--- config.mk ---
export PLATFORM = sky130hd
export DESIGN_NAME = bnn_layer_sequencer
export DESIGN_NICKNAME = d
export VERILOG_FILES = /design/src/rtl/bnn_pkg.sv /design/src/rtl/bnn_phase_timer.sv /design/src/rtl/bnn_layer_sequencer.sv
export SDC_FILE = /design/constraint.sdc
export NUM_CORES = 1
export LEC_CHECK = 0
export CAP_MARGIN = 20
export CORE_MARGIN = 4
export CORE_UTILIZATION = 51
export DETAILED_ROUTE_END_ITERATION = 8
export HOLD_SLACK_MARGIN = 0.05
export PLACE_DENSITY = 0.82
export SLEW_MARGIN = 20
export SYNTH_ARGS = -nofsm -noshare
export SYNTH_HDL_FRONTEND = slang
export SYNTH_SLANG_ARGS = --single-unit
--- constraint.sdc ---
create_clock -name iCLK -period 1.94 [get_ports iCLK]
set_input_delay 0.388 -clock iCLK [delete_from_list [all_inputs] [get_ports iCLK]]
set_output_delay 0.388 -clock iCLK [all_outputs]
set_load 0.05 [all_outputs]
--- src/rtl/bnn_pkg.sv ---
// rtl/bnn_pkg.sv - shared BNN layer-state and sub-phase codes
package bnn_pkg;

    localparam int CNT_W   = 16;
    localparam int DRAIN_W = 4;

    typedef enum logic [2:0] {
        LAYER_IDLE  = 3'b000,
        LAYER_READ  = 3'b001,
        LAYER_CONV1 = 3'b010,
        LAYER_CONV2 = 3'b011,
        LAYER_CONV3 = 3'b100,
        LAYER_FCL1  = 3'b101,
        LAYER_FCL2  = 3'b110
    } layer_e;

    typedef enum logic [1:0] {
        PHASE_GAP   = 2'b00,
        PHASE_RUN   = 2'b01,
        PHASE_DRAIN = 2'b10
    } phase_e;

    // Layers that run the GAP/RUN/DRAIN sub-phase sequence.
    function automatic logic is_compute_layer(input layer_e s);
        return (s inside {LAYER_CONV1, LAYER_CONV2, LAYER_CONV3, LAYER_FCL1, LAYER_FCL2});
    endfunction

    // Any state that counts toward the per-layer timeout.
    function automatic logic is_active(input layer_e s);
        return (s == LAYER_READ) || is_compute_layer(s);
    endfunction

    function automatic layer_e next_layer(input layer_e s);
        case (s)
            LAYER_CONV1: return LAYER_CONV2;
            LAYER_CONV2: return LAYER_CONV3;
            LAYER_CONV3: return LAYER_FCL1;
            LAYER_FCL1:  return LAYER_FCL2;
            default:     return LAYER_IDLE;
        endcase
    endfunction

endpackage

--- src/rtl/bnn_phase_timer.sv ---
// rtl/bnn_phase_timer.sv - per-layer timeout counter and drain counter
module bnn_phase_timer
    import bnn_pkg::*;
#(
    parameter int                PIPE_DRAIN = 4,
    parameter logic [CNT_W-1:0]  TIMEOUT    = 16'd40000
) (
    input  logic i_clk,
    input  logic i_rstn,
    input  logic i_layer_load,
    input  logic i_layer_count,
    input  logic i_drain_load,
    input  logic i_drain_count,
    output logic o_layer_tc,
    output logic o_drain_tc
);

    // Terminal values mark the last cycle of a layer budget / drain window.
    localparam logic [CNT_W-1:0]   LAYER_LAST = TIMEOUT - CNT_W'(1);
    localparam logic [DRAIN_W-1:0] DRAIN_LAST = DRAIN_W'(PIPE_DRAIN - 1);

    logic [CNT_W-1:0]   r_layer_cnt;
    logic [DRAIN_W-1:0] r_drain_cnt;

    // Layer cycle counter: cleared on layer entry, saturating increment.
    always_ff @(posedge i_clk) begin
        if (!i_rstn) begin
            r_layer_cnt <= '0;
        end else if (i_layer_load) begin
            r_layer_cnt <= '0;
        end else if (i_layer_count && (r_layer_cnt != '1)) begin
            r_layer_cnt <= r_layer_cnt + CNT_W'(1);
        end
    end

    // Drain counter: cleared on DRAIN entry, saturating increment.
    always_ff @(posedge i_clk) begin
        if (!i_rstn) begin
            r_drain_cnt <= '0;
        end else if (i_drain_load) begin
            r_drain_cnt <= '0;
        end else if (i_drain_count && (r_drain_cnt != '1)) begin
            r_drain_cnt <= r_drain_cnt + DRAIN_W'(1);
        end
    end

    assign o_layer_tc = (r_layer_cnt == LAYER_LAST);
    assign o_drain_tc = (r_drain_cnt == DRAIN_LAST);

endmodule

--- src/rtl/bnn_layer_sequencer.sv ---
// rtl/bnn_layer_sequencer.sv - BNN layer FSM with GAP/RUN/DRAIN sub-phases
module bnn_layer_sequencer
    import bnn_pkg::*;
#(
    parameter int               PIPE_DRAIN = 4,
    parameter logic [CNT_W-1:0] TIMEOUT    = 16'd40000
) (
    input  logic       iCLK,
    input  logic       iRSTn,
    input  logic       iSTART,
    input  logic       iABORT,
    input  logic       iLOAD_DONE,
    input  logic       iRd_DONE,
    output logic [2:0] oSTATE,
    output logic       oRd_EN,
    output logic       oLAYER_START,
    output logic       oBUSY,
    output logic       oDONE,
    output logic       oERR
);

    layer_e r_state;
    layer_e w_nstate;
    phase_e r_phase;
    phase_e w_nphase;

    logic r_rd_en;
    logic r_layer_start;
    logic r_busy;
    logic r_done;
    logic r_err;

    logic w_done;
    logic w_err;
    logic w_layer_load;
    logic w_drain_load;
    logic w_active;
    logic w_layer_tc;
    logic w_drain_tc;

    assign w_active = is_active(r_state);

    bnn_phase_timer #(
        .PIPE_DRAIN (PIPE_DRAIN),
        .TIMEOUT    (TIMEOUT)
    ) u_timer (
        .i_clk         (iCLK),
        .i_rstn        (iRSTn),
        .i_layer_load  (w_layer_load),
        .i_layer_count (w_active),
        .i_drain_load  (w_drain_load),
        .i_drain_count (is_compute_layer(r_state) && (r_phase == PHASE_DRAIN)),
        .o_layer_tc    (w_layer_tc),
        .o_drain_tc    (w_drain_tc)
    );

    // Next-state decode: abort beats timeout, timeout beats normal progress.
    always_comb begin
        w_nstate     = r_state;
        w_nphase     = r_phase;
        w_done       = 1'b0;
        w_err        = r_err;
        w_layer_load = 1'b0;
        w_drain_load = 1'b0;
        if (w_active && iABORT) begin
            w_nstate = LAYER_IDLE;
            w_nphase = PHASE_GAP;
        end else if (w_active && w_layer_tc) begin
            w_nstate = LAYER_IDLE;
            w_nphase = PHASE_GAP;
            w_err    = 1'b1;
        end else begin
            case (r_state)
                LAYER_IDLE: begin
                    if (iSTART && !iABORT) begin
                        w_nstate     = LAYER_READ;
                        w_nphase     = PHASE_GAP;
                        w_err        = 1'b0;
                        w_layer_load = 1'b1;
                    end
                end
                LAYER_READ: begin
                    if (iLOAD_DONE) begin
                        w_nstate     = LAYER_CONV1;
                        w_nphase     = PHASE_GAP;
                        w_layer_load = 1'b1;
                    end
                end
                LAYER_CONV1, LAYER_CONV2, LAYER_CONV3, LAYER_FCL1, LAYER_FCL2: begin
                    case (r_phase)
                        PHASE_GAP: w_nphase = PHASE_RUN;
                        PHASE_RUN: begin
                            if (iRd_DONE) begin
                                w_nphase     = PHASE_DRAIN;
                                w_drain_load = 1'b1;
                            end
                        end
                        PHASE_DRAIN: begin
                            if (w_drain_tc) begin
                                w_nphase = PHASE_GAP;
                                if (r_state == LAYER_FCL2) begin
                                    w_nstate = LAYER_IDLE;
                                    w_done   = 1'b1;
                                end else begin
                                    w_nstate     = next_layer(r_state);
                                    w_layer_load = 1'b1;
                                end
                            end
                        end
                        default: w_nphase = PHASE_GAP;
                    endcase
                end
                default: begin
                    w_nstate = LAYER_IDLE;
                    w_nphase = PHASE_GAP;
                end
            endcase
        end
    end

    // State register; outputs are registered from the next-state decode.
    always_ff @(posedge iCLK) begin
        if (!iRSTn) begin
            r_state       <= LAYER_IDLE;
            r_phase       <= PHASE_GAP;
            r_rd_en       <= 1'b0;
            r_layer_start <= 1'b0;
            r_busy        <= 1'b0;
            r_done        <= 1'b0;
            r_err         <= 1'b0;
        end else begin
            r_state       <= w_nstate;
            r_phase       <= w_nphase;
            r_rd_en       <= is_compute_layer(w_nstate) && (w_nphase == PHASE_RUN);
            r_layer_start <= is_compute_layer(w_nstate) && (w_nphase == PHASE_GAP);
            r_busy        <= (w_nstate != LAYER_IDLE);
            r_done        <= w_done;
            r_err         <= w_err;
        end
    end

    assign oSTATE       = r_state;
    assign oRd_EN       = r_rd_en;
    assign oLAYER_START = r_layer_start;
    assign oBUSY        = r_busy;
    assign oDONE        = r_done;
    assign oERR         = r_err;

endmodule

# --- After elaboration in Yosys (flattened, before gate mapping) ---
# Index checks and enable logic that the tools add are counted.
# Widths: inputs -> output; s select.
totals:
  memories: 0
  latchBits: 0
  ramBits: 0
  inputBits: 6
  reg_bits: 30
  wordCells: 91
  rom_bits: 0
  out_inout_bits: 8
classes:
  addsub: 2
  reduce_logical: 23
  bitwise: 5
  order_cmp: 0
  shift: 0
  muxes: 34
  div_mod_pow: 0
  multipliers: 0
  n_eq_ne: 18
op_table:
  columns: ["op", "n"]
  rows:
  - ["$mux 3", 7]
  - ["$eq 3x3->1 const B", 6]
  - ["$add 16x1->16 const B", 1]
  - ["$eq 16x16->1 const B", 1]
  - ["$mux 1", 16]
  - ["$ne 16x16->1 const B", 1]
  - ["$eq 3x2->1 const B", 4]
  - ["$mux 2", 6]
  - ["$pmux 2 s3", 2]
  - ["$pmux 3 s4", 1]
  - ["$reduce_bool 5->1", 2]
  - ["$pmux 3 s3", 1]
  - ["$logic_and 1x1->1", 8]
  - ["$reduce_or 6->1", 1]
  - ["$not 1->1", 5]
  - ["$reduce_or 5->1", 1]
  - ["$add 4x1->4 const B", 1]
  - ["$eq 2x1->1 const B", 2]
  - ["$eq 4x2->1 const B", 1]
  - ["$logic_not 2->1", 2]
  - ["$ne 4x4->1 const B", 1]
  - ["$reduce_bool 2->1", 2]
  - ["$reduce_or 2->1", 2]
  - ["$eq 3x1->1 const B", 1]
  - ["other kinds (7)", 7]

# --- Longest topological paths before layout ---
depth:
  ltp_word: 11
  depth_mapped: 8
  depth_no_buf: 6

# --- Cells and area by module ---
# A second synthesis with hierarchy kept.
hier_totals:
  cells_unflattened: 221
  hier_area_um2: 1901.8
by_module_without_submodules:
  columns: ["module", "n_inst", "area_per_inst_um2", "cells_each", "seq_area_each_um2"]
  rows:
  - ["bnn_phase_timer", 1, 1104.8, 126, 400.4]
  - ["bnn_layer_sequencer", 1, 797.0, 95, 200.2]

# --- Least setup slack after synthesis ---
# Ideal clock, no wire load.
synth_timing:
  kind: "register to register"
  start: "register r_state[1], in the netlist oSTATE[1]"
  end: "register u_timer.r_drain_cnt[2]"
  setup_ns: 0.134
  n_path_buf: 1
  required_ns: 1.806
  path_slack_ns: 0.011
  synth_period_minus_slack_ns: 1.929
  arrival_time_ns: 1.796
  stages_incl_launch_ff: 7
  path_cell_list: "dfxtp_1 > clkbuf_8 > nor2_1 > nor3_1 > nand3_1 > o21ai_0 > nor3_1"
synth_via:
  elab_chain_len: 7
  word_cells_on_any_way: 17
  cone_classes: "6 x eq/ne; 3 x mux; 8 x reduce/logical"
synth_rtl:
  columns: ["element", "line_no", "text"]
  rows:
  - ["start, declared", "bnn_layer_sequencer.sv:22", "layer_e r_state;"]
  - ["start signal, assigned", "bnn_layer_sequencer.sv:132", "r_state <= w_nstate;"]
  - ["$eq 3x2->1 or $eq 3x3->1 (tied branches)", "bnn_pkg.sv:25, bnn_layer_sequencer.sv:73", null]
  - ["$reduce_bool 5->1", "bnn_pkg.sv:25", "return (s inside {LAYER_CONV1, LAYER_CONV2, LAYER_CONV3, LAYER_FCL1, LAYER_FCL2});"]
  - ["$logic_or 1x1->1", "bnn_pkg.sv:30", "return (s == LAYER_READ) || is_compute_layer(s);"]
  - ["$logic_and 1x1->1", "bnn_layer_sequencer.sv:68", "end else if (w_active && w_layer_tc) begin"]
  - ["$mux 1", "bnn_layer_sequencer.sv:68", null]
  - ["$mux 1", "bnn_layer_sequencer.sv:65", "if (w_active && iABORT) begin"]
  - ["$reduce_or 2->1 (no source line)", null, null]
  - ["end signal, assigned", "bnn_phase_timer.sv:43", "r_drain_cnt <= r_drain_cnt + DRAIN_W'(1);"]
  - ["end, declared", "bnn_phase_timer.sv:23", "logic [DRAIN_W-1:0] r_drain_cnt;"]
# Parallel ways exist; a longest one is shown, timed or not.
# A chain may end at the register's enable or synchronous reset.

# --- Final worst setup path ---
layout_timing:
  start: "register u_timer.r_drain_cnt[1]"
  end: "register u_timer.r_layer_cnt[13]"
layout_via:
  elab_chain_len: 7
layout_rtl:
  columns: ["element", "line_no", "text"]
  rows:
  - ["$eq 4x2->1", "bnn_phase_timer.sv:48", "assign o_drain_tc = (r_drain_cnt == DRAIN_LAST);"]
  - ["$mux 1", "bnn_layer_sequencer.sv:99", "if (w_drain_tc) begin"]
  - ["$mux 1", "bnn_layer_sequencer.sv:90", "case (r_phase)"]
  - ["$pmux 1 s3", "bnn_layer_sequencer.sv:73", "case (r_state)"]
  - ["$mux 1", "bnn_layer_sequencer.sv:68", null]
  - ["$mux 1", "bnn_layer_sequencer.sv:65", null]
  - ["$reduce_or 2->1 (no source line)", null, null]
  - ["end signal, assigned", "bnn_phase_timer.sv:32", "r_layer_cnt <= r_layer_cnt + CNT_W'(1);"]
  - ["end, declared", "bnn_phase_timer.sv:22", "logic [CNT_W-1:0] r_layer_cnt;"]
# Every way passes these cells.

==> results.sh <==
export IMPL_r2r_end="u_timer.r_layer_cnt[13]$_SDFFE_PP0P_"
export IMPL_place_congestion=0.9969
export IMPL_syn_inst=199
export IMPL_drc=0
export IMPL_via_per_inst=5.794
export IMPL_power_frac_clock_pct=36.4
export IMPL_syn_cell_area_um2=1704
export IMPL_clock_skew_ns=0.008748
export IMPL_setup_viol=7
export IMPL_dp_slack_ns=-0.2469
export IMPL_ctsHtreeMaxLevel=2
export IMPL_grt_usage_pct=20.06
export IMPL_relSlewSlack_pct=65.84
export IMPL_p_sw_share_pct=25.52
export IMPL_post_dp_cell_area_um2=2047
export IMPL_wl_um=4255
export IMPL_arrival_ns=2.18
export IMPL_syn_area_per_cell_um2=8.563
export IMPL_std_cell_rows=20
export IMPL_tightest_slew_ns=0.5045
export IMPL_hold_path_startpoint="r_phase[1]$_SDFF_PN0_"
export IMPL_start_util_pct=54.48
export IMPL_crit_type="reg -> reg"
export IMPL_regToRegSetupSlack_ns=-0.009
export IMPL_seq_power_share_pct=49.3
export IMPL_tns_ns=-0.04771
export IMPL_async_flop_share_pct=0
export IMPL_n_antenna_cell=0
export IMPL_avgRoutedWirePerCell_um=15.09
export IMPL_synth_seq_area_share_pct=35.24
export IMPL_cp_required_ns=2.18
export IMPL_p_per_area_nw_per_um2=582.3
export IMPL_fillers=242
export IMPL_vias=1634
export IMPL_grt_antenna_before_repair=0
export IMPL_clk_latency_ns=0.34
export IMPL_maxCapViolCount=0
export IMPL_cts_root_buf="clkbuf_4"
export IMPL_grt_max_degree=17
export IMPL_clock_sinks=30
export IMPL_crit_path_start="u_timer.r_drain_cnt[1]$_SDFFE_PP0P_"
export IMPL_die_width_um=65.81
export IMPL_ys_warn_count=0
export IMPL_rsz0062_at_grt="yes"
export IMPL_worst_setup_path_end_kind="register"
export IMPL_synth_area_leaders="dfxtp_1 (35%), nor2_1 (5.3%), xnor2_1 (4.6%)"
export IMPL_cp_max_fo=8
export IMPL_internal_power_uw=957.8
export IMPL_coreArea_um2=3128
export IMPL_syn_to_final_growth_pct=29.59
export IMPL_synth_edf_count=0
export IMPL_drt_iter0_markers=147
export IMPL_hpwlAfterDp_um=2924
export IMPL_p_leak_uw=0.0008060
export IMPL_peakVddDrop_v=0.0003809
export IMPL_final_nets=245
export IMPL_fin_crit_sh_pct=100.5
export IMPL_reg2reg_depth=7
export IMPL_maxClockFrequency_mhz=513.1
export IMPL_syn_nets=207
export IMPL_clock_path_buffers=2
export IMPL_pwr_share_comb_pct=14.3
export IMPL_period_needed_ns=1.949
export IMPL_io_pins=14
export IMPL_synth_cell_types=50
export IMPL_reg2reg_from="u_timer.r_drain_cnt[1]$_SDFFE_PP0P_"
export IMPL_synth_top_cell_area_share_pct=35.24
export IMPL_power_uw=1286
export IMPL_drtAntennaViolNets=0
export IMPL_dr_pass1_iters=4
export IMPL_violations="setup timing"
export IMPL_cts_buffers_inserted=5
export IMPL_ys_seq_elements=30
export IMPL_yosys_most_used_dff="dfxtp_1"
export IMPL_hp_class="reg -> reg"
export IMPL_endpoint="u_timer.r_layer_cnt[13]$_SDFFE_PP0P_"
export IMPL_cts_tree="done"
export IMPL_die_area_um2=4330
export IMPL_fin_ws_ns=-0.009075
export IMPL_slew_viol_final=0
export IMPL_hold_violations=0
export IMPL_status="finished with violations"
export IMPL_port_buffers=13
export IMPL_grt_pass1_wl_um=6624
export IMPL_die_height_um=65.81
export IMPL_fin_area_um2=2208
export IMPL_first_global_vias=1493
export IMPL_p_switching_uw=328.1
export IMPL_overflow=0
export IMPL_clk_pin_slew_worst_paths_ns=0.09
export IMPL_cp_start_kind="register"
export IMPL_drive_gt1_share_pct=25.63
export IMPL_yosys_area_top_type="dfxtp_1"
==> sequential cells by signal (all words and copies together), names as in the netlist <==
| register | count |
|---|---|
| oERR | 1 |
| oSTATE | 3 |
| r_phase | 2 |
| oDONE | 1 |
| u_timer.r_layer_cnt | 16 |
| u_timer.r_drain_cnt | 4 |
| oBUSY | 1 |
| oLAYER_START | 1 |
| oRd_EN | 1 |
==> timing repair <==
action                                  CTS  global route
gates resized for setup                   2            14
cloned                                    0             1
hold buffers                              0             0
setup buffers                             0             1
pin swaps                                 0             5
endpoints found under the setup margin   17            23
==> logic make-up (layout without fill, tap and decap cells) <==
logic type | after synthesis | in the layout | share of synthesized area [%]
and+or+nand+nor | 96 | 96 | 31.35
AOI/OAI and AO/OA | 35 | 35 | 15.27
DFF | 30 | 30 | 35.24
xor gates and xnor gates | 18 | 18 | 9.252
buffers and inverters | 16 | 55 | 6.241
adders and majority gates | 3 | 3 | 2.056
muxes | 1 | 1 | 0.5874
==> worst min path at each step <==
stage,endpoint,slack [ns],cells after the start
floorplan,u_timer.r_drain_cnt[1]$_SDFFE_PP0P_,0.45,2
global placement,u_timer.r_drain_cnt[3]$_SDFFE_PP0P_,0.50,2
detailed placement,r_phase[1]$_SDFF_PN0_,0.52,2
CTS,r_phase[1]$_SDFF_PN0_,0.53,2
global route,r_phase[1]$_SDFF_PN0_,0.58,2
finish,r_phase[1]$_SDFF_PN0_,0.53,2
==> power groups by stage <==
stage | registers, uW | logic (uW) | clock network [uW]
floorplan | 664 | 73.3 | 0
global placement | 647 | 160 | 0
detailed placement | 648 | 164 | 0
CTS | 633 | 166 | 469
global route | 635 | 195 | 495
finish | 633 | 184 | 468
==> layout make-up <==
cell class / count / area [um^2] / share of cell area [%]
clock buffer: 8 / 78.83 / 3.569
tap: 44 / 55.05 / 2.493
sequential: 30 / 605.6 / 27.42
timing repair buffer: 40 / 392.9 / 17.79
multi-input combinational: 153 / 1050 / 47.54
inverter: 7 / 26.28 / 1.190
==> cell usage in the layout (no fill, tap or decap), drive strengths merged, types with 2 or more instances in the layout <==
cell type | netlist | final
o21ai | 5 | 5
a311oi | 2 | 2
clkbuf | 3 | 9
xor2 | 9 | 9
a41oi | 2 | 2
or3 | 2 | 2
clkdlybuf4s50 | 0 | 10
and3 | 2 | 2
ha | 2 | 2
a211oi | 4 | 4
xnor2 | 9 | 9
nor3b | 2 | 2
a31oi | 2 | 2
dfxtp | 30 | 30
a21oi | 10 | 10
and4 | 4 | 4
nor4 | 4 | 4
nor3 | 10 | 10
nand2 | 17 | 17
a221oi | 2 | 2
nor2 | 25 | 25
nand4 | 12 | 12
buf | 6 | 29
or2 | 2 | 2
inv | 7 | 7
nand3 | 7 | 7
nand3b | 2 | 2
==> stage by stage <==
| stage | std cells | util [%] | hold WS (ns) |
|---|---|---|---|
| after floorplan | 199 | - | 0.4537 |
| after CTS | 281 | 68.08 | 0.5311 |
| final | 282 | 70.60 | 0.5313 |
| after detailed placement | 273 | 65.44 | 0.5183 |
| after global routing | 282 | 70.60 | 0.5814 |
| after global placement | 273 | 65.44 | 0.5038 |
==> synthesized netlist by cell type (2+ instances only) <==
library cell,instances
and4_1,3
nor2_1,24
or2_2,2
nand2_1,17
nor4_1,3
a31oi_1,2
xor2_1,9
or3_1,2
o21ai_0,4
dfxtp_1,30
a211oi_1,4
nand3b_1,2
nand4_1,12
and3_1,2
ha_1,2
inv_1,7
nand3_1,7
nor3b_1,2
buf_6,3
clkbuf_8,2
buf_2,3
a221oi_1,2
nor3_1,10
a21oi_1,10
xnor2_1,9
a311oi_1,2
==> layer usage <==
layer,vias up,global-route usage [%],part of all wire (%)
met5,-,0,0
met2,55,30.91,45
met4,0,8.290,1.8
met1,763,26.26,47
li1,805,-,-
met3,11,5.442,6.0
==> worst max-delay path, stage by stage (launching register included) <==
cell       delay, ns
dfxtp_2         0.36
ha_4            0.13
or3b_4          0.45
nor4_4          0.31
a211oi_2        0.09
o21ai_4         0.26
clkbuf_16       0.20
nor2_1          0.04
No activity file was read; power rests on OpenSTA's default activity.
